<file path="src/rtl/fp32_pkg.sv">
// Shared binary32 definitions for the dot-product accumulator.
// Holds the word geometry, the working significand field width, the FSM
// state encoding and the special bit patterns written on overflow / NaN.
package fp32_pkg;

  localparam int N    = 32;
  localparam int E    = 8;
  localparam int MA   = 23;
  localparam int BIAS = 127;
  localparam int GRS  = 3;

  // Working field {hidden, mant, G, R, S}
  localparam int FW = MA + 1 + GRS;

  // Largest biased exponent; reaching it after rounding means overflow to inf
  localparam int EXP_MAX = 2 * BIAS + 1;

  localparam logic [N-1:0] ZERO = 32'h0000_0000;
  localparam logic [N-1:0] INF  = 32'h7F80_0000;
  localparam logic [N-1:0] QNAN = 32'h7FC0_0000;

  typedef enum logic [2:0] {
    IDLE  = 3'd0,
    ALIGN = 3'd1,
    ADD   = 3'd2,
    NORM  = 3'd3,
    ROUND = 3'd4,
    DONE  = 3'd5
  } state_t;

endpackage

</file>
<file path="src/rtl/fp_lzc28.sv">
// Combinational 28-bit leading-zero counter used by the NORM stage.
// Ports:
//   data_i  [27:0] value to scan
//   count_o [4:0]  number of zeros above the highest set bit (28 if all zero)
module fp_lzc28
  import fp32_pkg::*;
(
  input  logic [27:0] data_i,
  output logic [4:0]  count_o
);

  // Scan LSB to MSB so the highest set bit wins the last assignment
  always_comb begin
    count_o = 5'd28;
    for (int i = 0; i < 28; i++) begin
      if (data_i[i]) count_o = 5'(27 - i);
    end
  end

endmodule

</file>
<file path="src/rtl/fp_dot_accumulator.sv">
// Running binary32 accumulator for the multiplier's product stream.
// Each accepted operand is added to the accumulator through a four-step
// datapath (ALIGN, ADD, NORM, ROUND) with round-to-nearest-even; an operand
// flagged in_last ends the vector and its sum is presented on out_data.
// Ports:
//   clk, rst_n          clock, asynchronous active-low reset
//   in_valid/in_ready   operand handshake; in_ready is high only in IDLE
//   in_data, in_last    binary32 operand and end-of-vector flag
//   out_valid/out_ready result handshake; out_data held until accepted
//   out_data            binary32 sum of the finished vector
// Handshake rule: a transfer occurs on a rising edge where valid and ready
// are both high; the producer keeps valid and its payload stable until then.
module fp_dot_accumulator
  import fp32_pkg::*;
(
  input  logic         clk,
  input  logic         rst_n,
  input  logic         in_valid,
  output logic         in_ready,
  input  logic [N-1:0] in_data,
  input  logic         in_last,
  output logic         out_valid,
  input  logic         out_ready,
  output logic [N-1:0] out_data
);

  localparam logic [FW-1:0]     F_ONE   = {{(FW-1){1'b0}}, 1'b1};
  localparam logic signed [9:0] EXP_SAT = 10'(EXP_MAX);

  state_t              state_q;
  logic [N-1:0]        op_q, acc_q, out_data_q, special_val_q;
  logic                last_q, in_ready_q, out_valid_q;
  logic                special_q, sign_q, sub_q, zero_q;
  logic signed [9:0]   exp_q;
  logic [FW-1:0]       xf_q, yf_q, norm_q;
  logic [FW:0]         sum_q;

  // ---------------- ALIGN (operand vs accumulator) ----------------
  logic [E-1:0]  op_exp, acc_exp, x_exp, y_exp, exp_diff;
  logic [MA:0]   op_sig, acc_sig, x_sig, y_sig;
  logic          op_inf, acc_inf, swap, x_sign;
  logic [FW-1:0] y_full, y_mask, y_align_d;
  logic          special_d;
  logic [N-1:0]  special_val_d;

  always_comb begin
    op_exp  = op_q[N-2 -: E];
    acc_exp = acc_q[N-2 -: E];
    op_inf  = &op_exp;
    acc_inf = &acc_exp;
    // exp==0 means zero or denormal; both are treated as an exact zero
    op_sig  = (op_exp  == '0) ? '0 : {1'b1, op_q[MA-1:0]};
    acc_sig = (acc_exp == '0) ? '0 : {1'b1, acc_q[MA-1:0]};

    swap   = {op_exp, op_sig[MA-1:0]} > {acc_exp, acc_sig[MA-1:0]};
    x_exp  = swap ? op_exp    : acc_exp;
    y_exp  = swap ? acc_exp   : op_exp;
    x_sig  = swap ? op_sig    : acc_sig;
    y_sig  = swap ? acc_sig   : op_sig;
    x_sign = swap ? op_q[N-1] : acc_q[N-1];

    exp_diff = x_exp - y_exp;
    y_full   = {y_sig, {GRS{1'b0}}};
    y_mask   = '0;
    if (exp_diff >= 8'(FW - 1)) begin
      // Entire smaller significand falls below S: only its presence matters
      y_align_d = {{(FW-1){1'b0}}, |y_sig};
    end else begin
      y_mask    = (F_ONE << exp_diff) - F_ONE;
      y_align_d = (y_full >> exp_diff) | {{(FW-1){1'b0}}, |(y_full & y_mask)};
    end

    // Infinities (NaN included) bypass the arithmetic entirely
    special_d = op_inf | acc_inf;
    if (op_inf && acc_inf) begin
      special_val_d = (op_q[N-1] != acc_q[N-1]) ? QNAN : {op_q[N-1], INF[N-2:0]};
    end else if (op_inf) begin
      special_val_d = {op_q[N-1], INF[N-2:0]};
    end else begin
      special_val_d = acc_q;
    end
  end

  // ---------------- NORM support ----------------
  // Trailing 1 caps the count at FW so it measures the 27-bit field directly
  logic [4:0] lzc;

  fp_lzc28 u_lzc (
    .data_i  ({sum_q[FW-1:0], 1'b1}),
    .count_o (lzc)
  );

  // ---------------- ROUND ----------------
  logic              round_inc;
  logic [MA+1:0]     round_sig;
  logic signed [9:0] round_exp;
  logic [MA-1:0]     round_mant;
  logic [N-1:0]      round_res_d;

  always_comb begin
    round_inc  = norm_q[2] & (norm_q[1] | norm_q[0] | norm_q[3]);
    round_sig  = {1'b0, norm_q[FW-1:GRS]} + {{(MA+1){1'b0}}, round_inc};
    round_exp  = exp_q + $signed({9'd0, round_sig[MA+1]});
    round_mant = round_sig[MA+1] ? round_sig[MA:1] : round_sig[MA-1:0];

    if (special_q) begin
      round_res_d = special_val_q;
    end else if (zero_q) begin
      round_res_d = ZERO;                 // exact cancellation is always +0
    end else if (round_exp >= EXP_SAT) begin
      round_res_d = {sign_q, INF[N-2:0]};
    end else if (round_exp <= 10'sd0) begin
      round_res_d = {sign_q, {(N-1){1'b0}}};
    end else begin
      round_res_d = {sign_q, round_exp[E-1:0], round_mant};
    end
  end

  // ---------------- FSM and datapath registers ----------------
  always_ff @(posedge clk or negedge rst_n) begin
    if (!rst_n) begin
      state_q       <= IDLE;
      op_q          <= '0;
      last_q        <= 1'b0;
      acc_q         <= ZERO;
      in_ready_q    <= 1'b0;
      out_valid_q   <= 1'b0;
      out_data_q    <= '0;
      special_q     <= 1'b0;
      special_val_q <= '0;
      sign_q        <= 1'b0;
      sub_q         <= 1'b0;
      zero_q        <= 1'b0;
      exp_q         <= '0;
      xf_q          <= '0;
      yf_q          <= '0;
      sum_q         <= '0;
      norm_q        <= '0;
    end else begin
      case (state_q)
        IDLE: begin
          if (in_valid && in_ready_q) begin
            op_q       <= in_data;
            last_q     <= in_last;
            in_ready_q <= 1'b0;
            state_q    <= ALIGN;
          end else begin
            in_ready_q <= 1'b1;
          end
        end
        ALIGN: begin
          xf_q          <= {x_sig, {GRS{1'b0}}};
          yf_q          <= y_align_d;
          sub_q         <= op_q[N-1] ^ acc_q[N-1];
          sign_q        <= x_sign;
          exp_q         <= $signed({2'b00, x_exp});
          special_q     <= special_d;
          special_val_q <= special_val_d;
          state_q       <= ADD;
        end
        ADD: begin
          sum_q   <= sub_q ? ({1'b0, xf_q} - {1'b0, yf_q})
                           : ({1'b0, xf_q} + {1'b0, yf_q});
          state_q <= NORM;
        end
        NORM: begin
          zero_q <= (sum_q == '0);
          if (sum_q[FW]) begin
            norm_q <= {sum_q[FW:2], sum_q[1] | sum_q[0]};
            exp_q  <= exp_q + 10'sd1;
          end else begin
            norm_q <= sum_q[FW-1:0] << lzc;
            exp_q  <= exp_q - $signed({5'd0, lzc});
          end
          state_q <= ROUND;
        end
        ROUND: begin
          acc_q <= round_res_d;
          if (last_q) begin
            out_valid_q <= 1'b1;
            out_data_q  <= round_res_d;
            state_q     <= DONE;
          end else begin
            in_ready_q <= 1'b1;
            state_q    <= IDLE;
          end
        end
        DONE: begin
          if (out_ready) begin
            acc_q       <= ZERO;
            out_valid_q <= 1'b0;
            in_ready_q  <= 1'b1;
            state_q     <= IDLE;
          end
        end
        default: state_q <= IDLE;
      endcase
    end
  end

  assign in_ready  = in_ready_q;
  assign out_valid = out_valid_q;
  assign out_data  = out_data_q;

endmodule

</file>
<file path="config.mk">
export PLATFORM = sky130hd
export DESIGN_NAME = fp_dot_accumulator
export DESIGN_NICKNAME = d
export VERILOG_FILES = /design/src/rtl/fp32_pkg.sv /design/src/rtl/fp_lzc28.sv /design/src/rtl/fp_dot_accumulator.sv
export SDC_FILE = /design/constraint.sdc
export NUM_CORES = 1
export LEC_CHECK = 0
export CAP_MARGIN = 20
export CORE_UTILIZATION = 60
export CTS_CLUSTER_DIAMETER = 100
export DETAILED_ROUTE_END_ITERATION = 6
export GPL_TIMING_DRIVEN = 1
export PLACE_DENSITY = 0.79
export SLEW_MARGIN = 15
export SYNTH_ARGS = -nofsm -noshare
export SYNTH_HDL_FRONTEND = slang
export SYNTH_HIERARCHICAL = 1
export SYNTH_SLANG_ARGS = --single-unit
</file>
<file path="constraint.sdc">
create_clock -name clk -period 13.4 [get_ports clk]
set_input_delay 2.01 -clock clk [delete_from_list [all_inputs] [get_ports clk]]
set_output_delay 2.01 -clock clk [all_outputs]
set_load 0.01 [all_outputs]
</file>
==> Implementation_results.wiki <==
{| class="wikitable"
! Metric !! Value
|-
| Die area || 0.0321 mm^2
|-
| Via density || 6.62
|-
| Overflow left after global routing || 0
|-
| Cell Chain, Critical Path || nor4_1 -> nand2_1 -> nand2_1 -> inv_1 -> ha_1 -> nand4_1 -> nor3_1 -> nand2_1 -> a311oi_4 -> nor2_4 -> mux2_2 -> ha_1 -> o21ai_0 -> a21oi_1 -> o211ai_1 -> nand2_1 -> mux2_4 -> xnor2_2 -> nand2_2 -> a211oi_2 -> nand2_2 -> nor2_4 -> nand2_1 -> o22ai_1
|-
| Number of global-route vias before repair || 16439
|-
| Tightest Hold Check Type || reg -> reg
|-
| Max incr delay on CP || 0.64 ns
|-
| Number of remaining DRC errors || 3
|-
| Area contributors post-synth || sky130_fd_sc_hd__dfrtp_1, sky130_fd_sc_hd__nand2_1, sky130_fd_sc_hd__ha_1
|-
| Slowest stage cell on the critical path || sky130_fd_sc_hd__nand2_1
|-
| Run status || complete, but fails checks
|-
| Placed cell count || 2667
|-
| Post-synthesis instance area || 0.0189 mm^2
|-
| Setup_tns || 0 ns
|-
| FFs w/ async S/R, synth || 1.00
|-
| Final GP Congestion || 0.988
|-
| Class of the most critical setup path || reg -> reg
|-
| Avg Cell Area, Syn || 8.12 um^2
|-
| Wirelength per Cell || 22.5 um
|-
| Site row count || 64
|-
| Tightest slew margin relative to the limit || 0.265
|-
| Placeable Area || 0.0307 mm^2
|-
| Crit. End Element || flop
|-
| Wire length of the first global-routing pass || 94.1 mm
|-
| Initial antenna violation count || 0
|-
| Post-CTS Setup Repair Bufs || 0
|-
| Number of placed I/O pins || 71
|-
| Number of maximum-capacitance violations || 0
|-
| Largest fanout of any net on the critical path || 25
|-
| Die Span X || 179 um
|-
| Hold-fix buffers at CTS || 0
|-
| Number of routed nets with antenna violations || 0
|-
| Clock sink count || 254
|-
| Slew at the pin closest to its max-slew limit || 1.10 ns
|-
| Aggregate routed wire length || 61.1 mm
|-
| EDFF count, synth || 0
|-
| Number of instances in the synthesized netlist || 2323
|-
| Critical path data arrival time || 7.39 ns
|-
| Final count of pins violating max slew || 0
|-
| Total of fill cells in the finished design || 2576
|-
| Layout cells sized above 1 || 0.0835
|-
| Instance area at placement || 0.0197 mm^2
|-
| Maximum clock skew at final layout || 0.0209 ns
|-
| IO buf count || 70
|-
| Cell Count, Final, Fillers Out || 2720
|-
| Required time at the worst-slack endpoint || 13.86 ns
|-
| Post-synthesis sequential element count || 254
|-
| Most common cell on crit path || sky130_fd_sc_hd__nand2_1
|-
| Clock tree buffer depth || 3
|-
| DRT Pass-1 Iters || 7
|-
| Post-route minimum period || 6.93 ns
|-
| Clock insertion delay at the later pin of the skew report || 0.56 ns
|-
| TritonCTS buffer count || 29
|-
| Hold violation total from the final report || 0
|-
| Post-synth top area cell || sky130_fd_sc_hd__dfrtp_1
|-
| Portion of the clock cycle consumed by the worst path in the final layout || 0.517
|-
| Area Overhead vs Synth || 9.61%
|-
| CTS clock-pin slew for the worst setup and hold paths || 0.06 ns
|-
| Number of distinct library cells after synthesis || 94
|-
| Register area share after synthesis || 0.337
|-
| Inserted Diodes || 0
|-
| Most used DFF post-synth || sky130_fd_sc_hd__dfrtp_1
|-
| Violated checks || DRC
|-
| Cell area after layout || 0.0207 mm^2
|-
| Clock tree from TritonCTS || built
|-
| Post-cts repair resize count || 0
|-
| Overall fraction of global-route tracks in use || 0.383
|-
| Initial core utilization || 0.613
|-
| Largest net degree at the start of global routing || 131
|-
| Root Buffer || sky130_fd_sc_hd__clkbuf_16
|-
| YS warnings || 6
|-
| Maximum clock frequency || 144 MHz
|-
| RSZ-0062 raised after global routing || no
|-
| Number of H-tree levels || 1
|-
| Nets || 2437
|-
| Via total after detailed routing || 18014
|-
| Fraction of post-synthesis cell area in the top cell type by area || 0.337
|-
| Number of endpoints failing setup at the final stage || 0
|-
| Startpoint type of the worst setup path || flop
|-
| Initial detailed-routing violation count || 2014
|-
| Detailed Place HPWL || 45.0 mm
|-
| Die H || 179 um
|}
==> cell families (layout without fill, tap and decap cells) <==
| logic type | after synthesis | in the layout | share of synthesized area |
|---|---|---|---|
| xor+xnor | 69 | 69 | 0.0328 |
| flops | 254 | 254 | 0.337 |
| other cells | 1 | 2 | 0.000199 |
| buf+inv | 261 | 261 | 0.0557 |
| mux | 160 | 160 | 0.101 |
| simple gates | 774 | 774 | 0.181 |
| compound gates | 706 | 706 | 0.227 |
| fa+ha+maj | 98 | 98 | 0.0658 |
==> sequential cells by signal, summed over array words and instances (netlist names) <==
register,flops
acc_q,32
exp_q,10
in_ready,1
last_q,1
norm_q,27
op_q,32
out_data,32
out_valid,1
sign_q,1
special_q,1
special_val_q,32
state_q,3
sub_q,1
sum_q,28
xf_q,24
yf_q,27
zero_q,1
==> per-layer routing <==
layer  vias up  global-route usage  routed length (um)
met5         -                   0                   0
met4         0               0.135                2510
met3       146              0.0672                5470
met2       950               0.591               27400
met1      8696               0.538               25800
li1       8222                   -                   -
==> synth_stat cells, types with 43 or more instances <==
master                     count
sky130_fd_sc_hd__xnor2_1      43
sky130_fd_sc_hd__o21ai_0     238
sky130_fd_sc_hd__nand2_1     336
sky130_fd_sc_hd__ha_1         96
sky130_fd_sc_hd__inv_1       112
sky130_fd_sc_hd__mux2i_1      78
sky130_fd_sc_hd__a21oi_1     196
sky130_fd_sc_hd__nor3_1       44
sky130_fd_sc_hd__clkbuf_1    107
sky130_fd_sc_hd__dfrtp_1     254
sky130_fd_sc_hd__nor2_1      227
sky130_fd_sc_hd__mux2_2       61
==> area by class of cell <==
class / count / area (um^2) / area share
multi-input combinational: 1809 / 11500 / 0.556
clock inverter: 13 / 178 / 0.00860
tap: 396 / 495 / 0.0240
timing repair buffer: 94 / 898 / 0.0435
inverter: 114 / 428 / 0.0207
clock buffer: 40 / 817 / 0.0395
sequential: 254 / 6360 / 0.307
==> through the flow <==
| step | utilization | setup slack (ns) | hold WS (ns) |
|---|---|---|---|
| finish | 0.672 | 6.47 | 0.468 |
| floorplan | - | 6.67 | 0.439 |
| global route | 0.672 | 6.08 | 0.499 |
| detailed placement | 0.640 | 6.68 | 0.457 |
| global placement | 0.640 | 6.91 | 0.449 |
| CTS | 0.672 | 6.63 | 0.470 |
==> placed cells by master (no fill, tap or decap), drive strengths merged, types with 8 or more instances in the layout <==
cell type,n
nor4,18
inv,116
ha,96
mux4,16
nor2,230
nand2,339
nor3,44
o22ai,25
o21bai,11
a22oi,29
nand2b,18
nand4,17
mux2i,81
a221oi,8
dfrtp,254
a21o,18
a21oi,198
mux2,63
a31oi,35
a211oi,35
nand3,34
xor2,24
o21ai,245
o211ai,17
buf,25
nor2b,13
or3,10
and2,14
clkbuf,40
xnor2,45
clkdlybuf4s50,69
o31ai,12
and3,14
==> path summary, 6_finish.rpt <==
check                                    end  cells after the start  slack (ns)         startpoint
max                                 yf_q[21]                     24        6.47           op_q[24]
min                        special_val_q[26]                      2        0.47  special_val_q[26]
max reg2reg                         yf_q[21]                     24        6.47           op_q[24]
min reg2reg                special_val_q[26]                      2        0.47  special_val_q[26]
max in group asynchronous          sum_q[11]                      2       10.62              rst_n
min in group asynchronous       out_data[27]                      1        1.57              rst_n
==> critical path: cells and delay by family (launching register included) <==
kind                     cells  cell delay, ns
XOR/XNOR                     1            0.22
multiplexers                 2            0.57
flip-flops                   1            0.49
AO/OA/AOI/OAI                6            1.81
adder cells (fa/ha/maj)      2            0.54
buffers and inverters        1            0.10
AND/OR/NAND/NOR             12            3.08
Power is left out: the tool's default activity adds up to more than one toggle a clock period on the data nets, which glitch-free logic cannot reach.
